File: config.mk
export PLATFORM = sky130hd
export DESIGN_NAME = deferred_check_array_flat
export DESIGN_NICKNAME = d
export VERILOG_FILES = /design/src/rtl/deferred_check_array_if.sv /design/src/rtl/deferred_check_array.sv /design/src/flat_wrapper.sv
export SDC_FILE = /design/constraint.sdc
export NUM_CORES = 1
export LEC_CHECK = 0
export ABC_AREA = 1
export BUFFER_PORTS_ARGS = -buffer_cell sky130_fd_sc_hd__buf_2
export CORE_ASPECT_RATIO = 1.4
export CORE_MARGIN = 1.5
export CORE_UTILIZATION = 45
export CTS_CLUSTER_SIZE = 40
export DETAILED_ROUTE_END_ITERATION = 8
export PLACE_DENSITY = 0.83
export SETUP_SLACK_MARGIN = 0.3
export SLEW_MARGIN = 20
export SYNTH_ARGS = -nofsm -noshare
export SYNTH_HDL_FRONTEND = slang
export SYNTH_SLANG_ARGS = --single-unit
File: constraint.sdc
create_clock -name clk -period 1.6 [get_ports clk]
set_input_delay 0.48 -clock clk [delete_from_list [all_inputs] [get_ports clk]]
set_output_delay 0.48 -clock clk [all_outputs]
set_load 0.01 [all_outputs]
File: src/rtl/deferred_check_array_if.sv
// Check-array bus: check requests and cancel controls in, failure reporting out.
// DCHK_TSTAMP_EN adds the first_fail_ts signal.
interface deferred_check_array_if #(
  parameter int NUM_CH = 4,
  parameter int DATA_W = 8,
  parameter int CNT_W  = 8
);
  localparam int IDX_W = (NUM_CH > 1) ? $clog2(NUM_CH) : 1;

  logic [NUM_CH-1:0]        chk_valid;
  logic [2*NUM_CH-1:0]      chk_mode;
  logic [NUM_CH*DATA_W-1:0] chk_a;
  logic [NUM_CH*DATA_W-1:0] chk_b;
  logic [NUM_CH-1:0]        ch_disable;
  logic [NUM_CH-1:0]        ch_clear;
  logic [NUM_CH-1:0]        fatal_en;
  logic [NUM_CH-1:0]        fail_pulse;
  logic [NUM_CH*CNT_W-1:0]  fail_cnt;
  logic                     any_fail;
  logic                     first_fail_vld;
  logic [IDX_W-1:0]         first_fail_ch;
  logic                     fatal;
`ifdef DCHK_TSTAMP_EN
  logic [31:0]              first_fail_ts;
`endif

  modport master (
    output chk_valid, chk_mode, chk_a, chk_b, ch_disable, ch_clear, fatal_en,
    input  fail_pulse, fail_cnt, any_fail, first_fail_vld, first_fail_ch, fatal
`ifdef DCHK_TSTAMP_EN
    , input first_fail_ts
`endif
  );

  modport slave (
    input  chk_valid, chk_mode, chk_a, chk_b, ch_disable, ch_clear, fatal_en,
    output fail_pulse, fail_cnt, any_fail, first_fail_vld, first_fail_ch, fatal
`ifdef DCHK_TSTAMP_EN
    , output first_fail_ts
`endif
  );
endinterface

File: src/rtl/deferred_check_array.sv
// Multi-channel deferred checker: failures wait one cycle in a pending stage and
// are reported only if not cancelled. DCHK_TSTAMP_EN adds a first-failure timestamp.
module deferred_check_array #(
  parameter int NUM_CH = 4,
  parameter int DATA_W = 8,
  parameter int CNT_W  = 8
) (
  input logic                    clk,
  input logic                    rst,
  deferred_check_array_if.slave  bus
);
  localparam int IDX_W = (NUM_CH > 1) ? $clog2(NUM_CH) : 1;

  logic [NUM_CH-1:0]       cond;
  logic [NUM_CH-1:0]       fails;
  logic [NUM_CH-1:0]       blk;
  logic [NUM_CH-1:0]       mature;
  logic [NUM_CH-1:0]       pend_q, pend_d;
  logic [NUM_CH-1:0]       pulse_q;
  logic [NUM_CH*CNT_W-1:0] cnt_q, cnt_d;
  logic                    any_fail_q, any_fail_d;
  logic                    first_vld_q, first_vld_d;
  logic [IDX_W-1:0]        first_ch_q, first_ch_d;
  logic [IDX_W-1:0]        first_idx;
  logic                    fatal_q, fatal_d;

  genvar gi;
  generate
    for (gi = 0; gi < NUM_CH; gi++) begin : g_ch
      logic [DATA_W-1:0] a;
      logic [DATA_W-1:0] b;
      logic [1:0]        mode;
      logic [CNT_W-1:0]  cnt_cur;

      assign a       = bus.chk_a[gi*DATA_W +: DATA_W];
      assign b       = bus.chk_b[gi*DATA_W +: DATA_W];
      assign mode    = bus.chk_mode[2*gi +: 2];
      assign cnt_cur = cnt_q[gi*CNT_W +: CNT_W];

      assign cond[gi] = (mode == 2'b00) ? (a == b) :
                        (mode == 2'b01) ? ((|a) && (|b)) :
                        (mode == 2'b10) ? ((|a) || (|b)) :
                                          (|a);

      // A fatal condition blocks every channel, freezing pend and counters.
      assign blk[gi]    = bus.ch_disable[gi] | bus.ch_clear[gi] | fatal_q;
      assign fails[gi]  = bus.chk_valid[gi] & ~cond[gi];
      assign pend_d[gi] = fails[gi] & ~blk[gi];
      assign mature[gi] = pend_q[gi] & ~blk[gi];

      assign cnt_d[gi*CNT_W +: CNT_W] =
          bus.ch_clear[gi]                     ? '0 :
          (mature[gi] && (cnt_cur != '1))      ? cnt_cur + {{(CNT_W-1){1'b0}}, 1'b1} :
                                                 cnt_cur;
    end
  endgenerate

  always_comb begin
    first_idx = '0;
    for (int i = NUM_CH - 1; i >= 0; i--) begin
      if (mature[i]) first_idx = IDX_W'(i);
    end
  end

  always_comb begin
    any_fail_d  = any_fail_q | (|mature);
    fatal_d     = fatal_q | (|(mature & bus.fatal_en));
    first_vld_d = first_vld_q;
    first_ch_d  = first_ch_q;
    if (!first_vld_q && (|mature)) begin
      first_vld_d = 1'b1;
      first_ch_d  = first_idx;
    end
  end

  always_ff @(posedge clk) begin
    if (rst) begin
      pend_q      <= '0;
      pulse_q     <= '0;
      cnt_q       <= '0;
      any_fail_q  <= 1'b0;
      first_vld_q <= 1'b0;
      first_ch_q  <= '0;
      fatal_q     <= 1'b0;
    end else begin
      pend_q      <= pend_d;
      pulse_q     <= mature;
      cnt_q       <= cnt_d;
      any_fail_q  <= any_fail_d;
      first_vld_q <= first_vld_d;
      first_ch_q  <= first_ch_d;
      fatal_q     <= fatal_d;
    end
  end

`ifdef DCHK_TSTAMP_EN
  logic [31:0] cyc_q, cyc_d;
  logic [31:0] ts_q, ts_d;

  always_comb begin
    cyc_d = cyc_q + 32'd1;
    ts_d  = ts_q;
    if (!first_vld_q && (|mature)) ts_d = cyc_q;
  end

  always_ff @(posedge clk) begin
    if (rst) begin
      cyc_q <= '0;
      ts_q  <= '0;
    end else begin
      cyc_q <= cyc_d;
      ts_q  <= ts_d;
    end
  end

  assign bus.first_fail_ts = ts_q;
`endif

  assign bus.fail_pulse     = pulse_q;
  assign bus.fail_cnt       = cnt_q;
  assign bus.any_fail       = any_fail_q;
  assign bus.first_fail_vld = first_vld_q;
  assign bus.first_fail_ch  = first_ch_q;
  assign bus.fatal          = fatal_q;
endmodule

File: src/flat_wrapper.sv
// flat-port wrapper written by rule: the top's interface ports become plain ports
module deferred_check_array_flat 
#(
  parameter int NUM_CH = 4,
  parameter int DATA_W = 8,
  parameter int CNT_W  = 8
)
  (clk, rst, bus_chk_valid, bus_chk_mode, bus_chk_a, bus_chk_b, bus_ch_disable, bus_ch_clear, bus_fatal_en, bus_fail_pulse, bus_fail_cnt, bus_any_fail, bus_first_fail_vld, bus_first_fail_ch, bus_fatal);
  deferred_check_array_if #(.NUM_CH(NUM_CH), .DATA_W(DATA_W), .CNT_W(CNT_W)) bus_i ();
  input logic clk;
  input logic rst;
  input wire logic [$bits(bus_i.chk_valid)-1:0] bus_chk_valid;
  input wire logic [$bits(bus_i.chk_mode)-1:0] bus_chk_mode;
  input wire logic [$bits(bus_i.chk_a)-1:0] bus_chk_a;
  input wire logic [$bits(bus_i.chk_b)-1:0] bus_chk_b;
  input wire logic [$bits(bus_i.ch_disable)-1:0] bus_ch_disable;
  input wire logic [$bits(bus_i.ch_clear)-1:0] bus_ch_clear;
  input wire logic [$bits(bus_i.fatal_en)-1:0] bus_fatal_en;
  output wire logic [$bits(bus_i.fail_pulse)-1:0] bus_fail_pulse;
  output wire logic [$bits(bus_i.fail_cnt)-1:0] bus_fail_cnt;
  output wire logic [$bits(bus_i.any_fail)-1:0] bus_any_fail;
  output wire logic [$bits(bus_i.first_fail_vld)-1:0] bus_first_fail_vld;
  output wire logic [$bits(bus_i.first_fail_ch)-1:0] bus_first_fail_ch;
  output wire logic [$bits(bus_i.fatal)-1:0] bus_fatal;
  assign bus_i.chk_valid = bus_chk_valid;
  assign bus_i.chk_mode = bus_chk_mode;
  assign bus_i.chk_a = bus_chk_a;
  assign bus_i.chk_b = bus_chk_b;
  assign bus_i.ch_disable = bus_ch_disable;
  assign bus_i.ch_clear = bus_ch_clear;
  assign bus_i.fatal_en = bus_fatal_en;
  assign bus_fail_pulse = bus_i.fail_pulse;
  assign bus_fail_cnt = bus_i.fail_cnt;
  assign bus_any_fail = bus_i.any_fail;
  assign bus_first_fail_vld = bus_i.first_fail_vld;
  assign bus_first_fail_ch = bus_i.first_fail_ch;
  assign bus_fatal = bus_i.fatal;
  deferred_check_array #(.NUM_CH(NUM_CH), .DATA_W(DATA_W), .CNT_W(CNT_W)) u_core (.clk(clk), .rst(rst), .bus(bus_i));
endmodule
==> results of run 1 <==
through the flow:
stage	hold slack [ns]	setup slack (ns)	cells	utilization	total power, mW
6_report	0.438	0.275	802	0.672	2.51
5_1_grt	0.448	0.236	802	0.672	2.61
4_1_cts	0.444	0.258	789	0.620	2.53
3_3_place_gp	0.451	0.127	769	0.574	1.49
2_1_floorplan	0.505	0.304	544	-	1.33
3_5_place_dp	0.487	0.111	769	0.574	1.50
report_power, final:
group,switching [mW],internal [mW]
clock network,0.430,0.629
logic,0.195,0.164
registers,0.00261,1.09
repair_timing:
item | CTS | global route
hold endpoints to repair | 0 | 0
gates resized for setup | 49 | 61
pin swaps | 3 | 12
cloned | 0 | 1
setup endpoints to repair | 65 | 60
buffers inserted | 12 | 12
final timing paths:
kind | from | endpoint | slack, ns | depth (start not counted)
max reg2reg | u_core.bus.fail_cnt[0] | u_core.bus.fail_cnt[2] | 0.30 | 7
max | u_core.bus.fatal | bus_fatal | 0.27 | 1
min reg2reg | u_core.bus.fail_cnt[27] | u_core.bus.fail_cnt[27] | 0.49 | 2
min | rst | u_core.bus.fatal | 0.44 | 2
area by class of cell:
cell class                      count  area, um^2  share of cell area
Timing Repair inverter              1        6.26             0.00133
Multi-Input combinational cell    406        2110               0.449
Timing Repair Buffer              155         978               0.209
Tap cell                           95         119              0.0253
Clock inverter                      3        68.8              0.0147
Inverter                           92         355              0.0757
Sequential cell                    45         990               0.211
Clock buffer                        5        68.8              0.0147
layer usage:
layer / global-route usage / vias to the layer above / wire length, um
li1: - / 1983 / -
met1: 0.210 / 1687 / 3480
met2: 0.434 / 125 / 4650
met3: 0.0417 / 16 / 522
met4: 0.0923 / 0 / 184
met5: 0 / - / 0
state kept, by name, summed over array words and instances, names as in the netlist:
signal	flops
u_core.bus.first_fail_vld	1
u_core.bus.first_fail_ch	2
u_core.bus.any_fail	1
u_core.bus.fail_pulse	4
u_core.bus.fatal	1
u_core.pend_q	4
u_core.bus.fail_cnt	32
cell families (layout without fill, tap and decap cells):
kind of cell,after synthesis,in the layout
and+or+nand+nor,326,326
buffers and inverters,93,256
AOI/OAI and AO/OA,51,51
DFF,45,45
xor gates and xnor gates,25,25
adders and majority gates,4,4
placed cells by master (no fill, tap or decap), types with 5 or more instances in the layout:
master    netlist  layout
buf_4           0      25
nor2_4          5       7
clkbuf_8        0       5
nand2_4         3       6
dfxtp_4         0      17
a21oi_1        24      17
buf_2           0     109
nor2_1         97      94
dfxtp_2         0      20
dfxtp_1        45       8
xnor2_1         8       8
o21ai_0        19      17
nand2_1       165     160
buf_6           1      20
nand2_2        10      12
nand3_1        28      25
a21oi_2         1       7
xor2_1         17      17
inv_1          85      85
nand4_1         5       5
==> flow_metrics.tcl, run 1 <==
set metrics [dict create \
    core_region_area_mm2 0.00698 \
    clk_latency_ns 0.31 \
    clockBufferDepth 2 \
    outcome "completed" \
    antenna_cells 0 \
    synth_xor_area_frac 0.0676 \
    synth_compound_area_frac 0.0904 \
    path_class "reg -> out" \
    grt_pass1_vias 3506 \
    synth_ff_type "dfxtp_1" \
    critPathBufInv 1 \
    fin_crit_sh 0.828 \
    finalSetupViolCount 0 \
    die_w_um 74.7 \
    worst_pin_slew_ns 0.304 \
    cp-end-kind "output port" \
    grt_start_max_net_pins 16 \
    synthTopCellsByArea "dfxtp_1, nand2_1, nor2_1" \
    firstDrtPassIters 4 \
    cts_made_buffers 5 \
    cts.sinks 45 \
    synth_edf_count 0 \
    avgSynthCellArea_um2 5.95 \
    p_per_area_mw_per_mm2 536 \
    synthSimpleGateAreaFrac 0.437 \
    ys_types 27 \
    yosys.area.top_type "dfxtp_1" \
    async_reset_ff_frac 0 \
    leakagePower_nw 2.45 \
    drt_iter0_drc 208 \
    drt_wl_total_um 8840 \
    yosys.area_share.adder 0.0154 \
    synth_seq_cells 45 \
    syn_inst 544 \
    worstSetupStartpointType "flop" \
    synth.area.mux_share 0 \
    path_delay_family "flip-flops" \
    num-fill-cells 579 \
    nets 800 \
    vias 3811 \
    via_per_inst 4.75 \
    ios 131 \
    ant_nets 0 \
    rows 36 \
    synth_common_cells "nand2_1, nor2_1, inv_1" \
    rsz0062_at_grt "yes" \
    crit_required_ns 1.12 \
    cp_max_fo 5 \
    cts_hold_buf 0 \
    cp.arrival_ns 0.85 \
    synth_top_family_by_area "simple AND/OR/NAND/NOR gates" \
    syn_nets 638 \
    synth_warnings 0 \
    numPortBuffers 130 \
    finalSetupTns_ns 0 \
    cts.htree.levels 2 \
    grt_overflow 0 \
    grt_antenna_before_repair 0 \
    root_buffer "clkbuf_8" \
    synth_most_common_cell "nand2_1" \
    hold_path_class "in -> reg" \
    hpwlAfterDp_um 6600 \
    die-area_mm2 0.00772 \
    grt_pass1_wl_um 13400 \
    slew-limit-headroom 0.797 \
    post_drt_wl_per_cell_um 11.0 \
    ys_seq_area_frac 0.278 \
    clk_pin_slew_ns 0.09 \
    crit_chain "buf_6" \
    hold_viol 0 \
    gp_congestion 0.860 \
    design_area_mm2 0.00469 \
    finalCriticalPeriod_ns 1.33 \
    fmax_mhz 755 \
    cpMaxStageDelayCell "dfxtp_4" \
    start_util 0.464 \
    cts_tree "yes" \
    finClkSkew_ns 0.00688 \
    synth_top_area_share 0.278 \
    drc 0 \
    drv_slew 0 \
    drive_gt1_frac 0.362 \
    vdd_ir_drop_max_mv 0.349 \
    placed_area_mm2 0.00401 \
    syn2layout_area_growth_pct 44.8 \
    maxCapViolCount 0 \
    syn-cell-area_mm2 0.00324 \
    die_y_um 103 \
    grt.total_usage 0.217 \
    max_stage_delay_ns 0.42 \
]
Note: power is estimated with default switching activity, not from simulation.
==> run 2, diff against run 1 <==
--- a/config.mk
+++ b/config.mk
@@ -5,14 +5,14 @@
 export SDC_FILE = /design/constraint.sdc
 export NUM_CORES = 1
 export LEC_CHECK = 0
-export ABC_AREA = 1
+export ABC_AREA = 0
 export BUFFER_PORTS_ARGS = -buffer_cell sky130_fd_sc_hd__buf_2
 export CORE_ASPECT_RATIO = 1.4
 export CORE_MARGIN = 1.5
-export CORE_UTILIZATION = 45
+export CORE_UTILIZATION = 42
 export CTS_CLUSTER_SIZE = 40
 export DETAILED_ROUTE_END_ITERATION = 8
-export PLACE_DENSITY = 0.83
+export PLACE_DENSITY = 0.85
 export SETUP_SLACK_MARGIN = 0.3
 export SLEW_MARGIN = 20
 export SYNTH_ARGS = -nofsm -noshare
==> constraint.sdc (replaced) <==
create_clock -name clk -period 1.2 [get_ports clk]
set_input_delay 0.36 -clock clk [delete_from_list [all_inputs] [get_ports clk]]
set_output_delay 0.36 -clock clk [all_outputs]
set_load 0.01 [all_outputs]
==> run 2 against run 1 <==
  * The flow now finishes with violations (setup timing)
  * Combinational power grew 37%
  * Count of clock-buffer cells in the layout unchanged
  * Clock skew increased by 0.0034 ns
==> flow_metrics.tcl, run 2 <==
set metrics [dict create \
    comb_power_share 0.164 \
    synth.area.mux_share 0.0298 \
    synthTopCellsByArea "dfxtp_1, xor2_1, nor4_1" \
    setup_ws_ns -0.368 \
    r2r_start "u_core.bus.fatal" \
    synth_common_cells "dfxtp_1, xor2_1, nor2_1" \
    fin_cells 625 \
    ys_types 43 \
    power_frac_seq 0.494 \
    core_region_area_mm2 0.00621 \
    synth_compound_area_frac 0.129 \
    synth_most_common_cell "dfxtp_1" \
    ant_nets 0 \
    avgSynthCellArea_um2 8.56 \
    synth_top_area_share 0.335 \
    clockBufferDepth 2 \
    finalSetupViolCount 65 \
    yosys.area.top_type "dfxtp_1" \
    crit_required_ns 1.45 \
    synth_top_family_by_area "simple AND/OR/NAND/NOR gates" \
    drv_slew 0 \
    drc 0 \
    violations "setup timing" \
    drt_wl_total_um 11100 \
    grt_overflow 0 \
    worstSetupStartpointType "flop" \
    syn-cell-area_mm2 0.00269 \
    hold_start "bus_chk_valid[3]" \
    hpwlAfterDp_um 6740 \
    slew-limit-headroom 0.707 \
    drive_gt1_frac 0.597 \
    synth_ff_type "dfxtp_1" \
    firstDrtPassIters 4 \
    finalCriticalPeriod_ns 1.57 \
    cts.htree.levels 2 \
    die_w_um 70.6 \
    p_per_area_mw_per_mm2 597 \
    die-area_mm2 0.00689 \
    ios 131 \
    numPortBuffers 130 \
    final_common_cell "buf_2" \
    cp.arrival_ns 1.82 \
    worst_pin_slew_ns 0.436 \
    dp_cells 576 \
    path_class "reg -> reg" \
    grt_start_max_net_pins 17 \
    p_sw_uw 852 \
    num-fill-cells 345 \
    syn_nets 408 \
    ys_seq_area_frac 0.335 \
    hold_path_class "in -> reg" \
    cts_made_buffers 5 \
    vias 3572 \
    p_int_mw 2.14 \
    syn_inst 314 \
    critPathLaunch "u_core.bus.fatal" \
    leakagePower_nw 2.20 \
    drt_iter0_drc 154 \
    cts_hold_buf 0 \
    synth_seq_cells 45 \
    final_cell_mix "buf_2, buf_4, buf_6" \
    synth_xor_area_frac 0.156 \
    yosys.area_share.adder 0.0186 \
    die_y_um 97.7 \
    nets 646 \
    fin_crit_sh 1.31 \
    grt_antenna_before_repair 0 \
    place_ws_ns -0.443 \
    hold_viol 0 \
    grt.total_usage 0.303 \
    start_util 0.433 \
    finClkSkew_ns 0.0103 \
    maxCapViolCount 0 \
    cts.sinks 45 \
    via_per_inst 5.72 \
    antenna_cells 0 \
    vdd_ir_drop_max_mv 0.587 \
    cp-end-kind "flop" \
    grt_pass1_vias 3806 \
    syn2layout_area_growth_pct 86.6 \
    rsz0062_at_grt "yes" \
    clk_latency_ns 0.31 \
    largest_register_ffs 32 \
    root_buffer "clkbuf_8" \
    clk_pin_slew_ns 0.10 \
    swShare 0.284 \
    post_drt_wl_per_cell_um 17.8 \
    synth_warnings 0 \
    rows 34 \
    post-route-util 0.808 \
    fmax_mhz 638 \
    synthSimpleGateAreaFrac 0.312 \
    cts_tree "yes" \
    pwr-share-clk 0.342 \
    async_reset_ff_frac 0 \
    cp_max_fo 6 \
    grt_pass1_wl_um 17100 \
    finalSetupTns_ns -10.51 \
    gp_congestion 0.932 \
    outcome "finished with violations" \
    synth_edf_count 0 \
]
[run 2: cell types whose count changed in the layout (fill, tap and decap cells not counted), moves of 13 or more]
cell	previous run	this run
nand3_1	25	8
inv_1	85	4
buf_4	25	74
buf_6	20	72
nor2_1	94	30
nand2_1	160	22
buf_2	109	91
nor4_1	0	13
xor2_1	17	35
[run 2: cell families (layout without fill, tap and decap cells)]
| logic type | Yosys count | after routing |
|---|---|---|
| adders and majority gates | 4 | 4 |
| buffers and inverters | 11 | 250 |
| xor gates and xnor gates | 48 | 48 |
| DFF | 45 | 45 |
| muxes | 8 | 8 |
| and+or+nand+nor | 148 | 148 |
| AOI/OAI and AO/OA | 50 | 50 |
[run 2: critical path: stages (launching register included)]
cell	delay, ns
dfxtp_4	0.38
buf_4	0.16
nor4b_4	0.32
o211ai_1	0.16
or3_1	0.35
a21oi_2	0.14
[run 2: final cells by class]
| cell class | instances | area (um^2) | area share |
|---|---|---|---|
| flip-flops and latches | 45 | 972 | 0.194 |
| clock inverters | 3 | 25.0 | 0.00499 |
| well taps | 72 | 90.1 | 0.0180 |
| clock buffers | 5 | 68.8 | 0.0137 |
| inverters | 4 | 15.0 | 0.00299 |
| repair buffers | 238 | 1840 | 0.367 |
| multi-input cells | 258 | 2000 | 0.399 |
[run 2: timing repair]
item	4_1_cts	5_1_grt
pin swaps	18	19
setup buffers	32	9
gates resized for setup	129	37
setup endpoints to repair	85	84
[run 2: path summary, 6_finish.rpt]
path,end,slack [ns],depth (start not counted)
setup / recovery,u_core.bus.fail_cnt[29],-0.37,5
hold / removal,u_core.pend_q[3],0.30,3
setup reg to reg,u_core.bus.fail_cnt[29],-0.37,5
hold reg to reg,u_core.bus.fail_pulse[0],0.49,1
[run 2: metal layers]
layer,GRT usage,vias up,part of all wire
met5,0,-,0
li1,-,1649,-
met2,0.604,155,0.57
met1,0.313,1735,0.35
met3,0.0384,33,0.046
met4,0.104,0,0.031
[run 2: power by group through the flow]
stage | Clock (mW) | Combinational (mW) | Sequential, mW
global placement | 0 | 0.401 | 1.53
finish | 1.03 | 0.491 | 1.48
global route | 1.10 | 0.521 | 1.48
floorplan | 0 | 0.146 | 1.53
detailed placement | 0 | 0.418 | 1.53
CTS | 1.01 | 0.442 | 1.49
[run 2: through the flow]
step / power [mW] / hold slack (ns) / instance area (um^2)
final: 2.99 / 0.298 / 5020
after global routing: 3.10 / 0.306 / 5020
after CTS: 2.94 / 0.316 / 4770
after detailed placement: 1.95 / 0.445 / 3930
after global placement: 1.93 / 0.450 / 3930
after floorplan: 1.68 / 0.421 / 2710
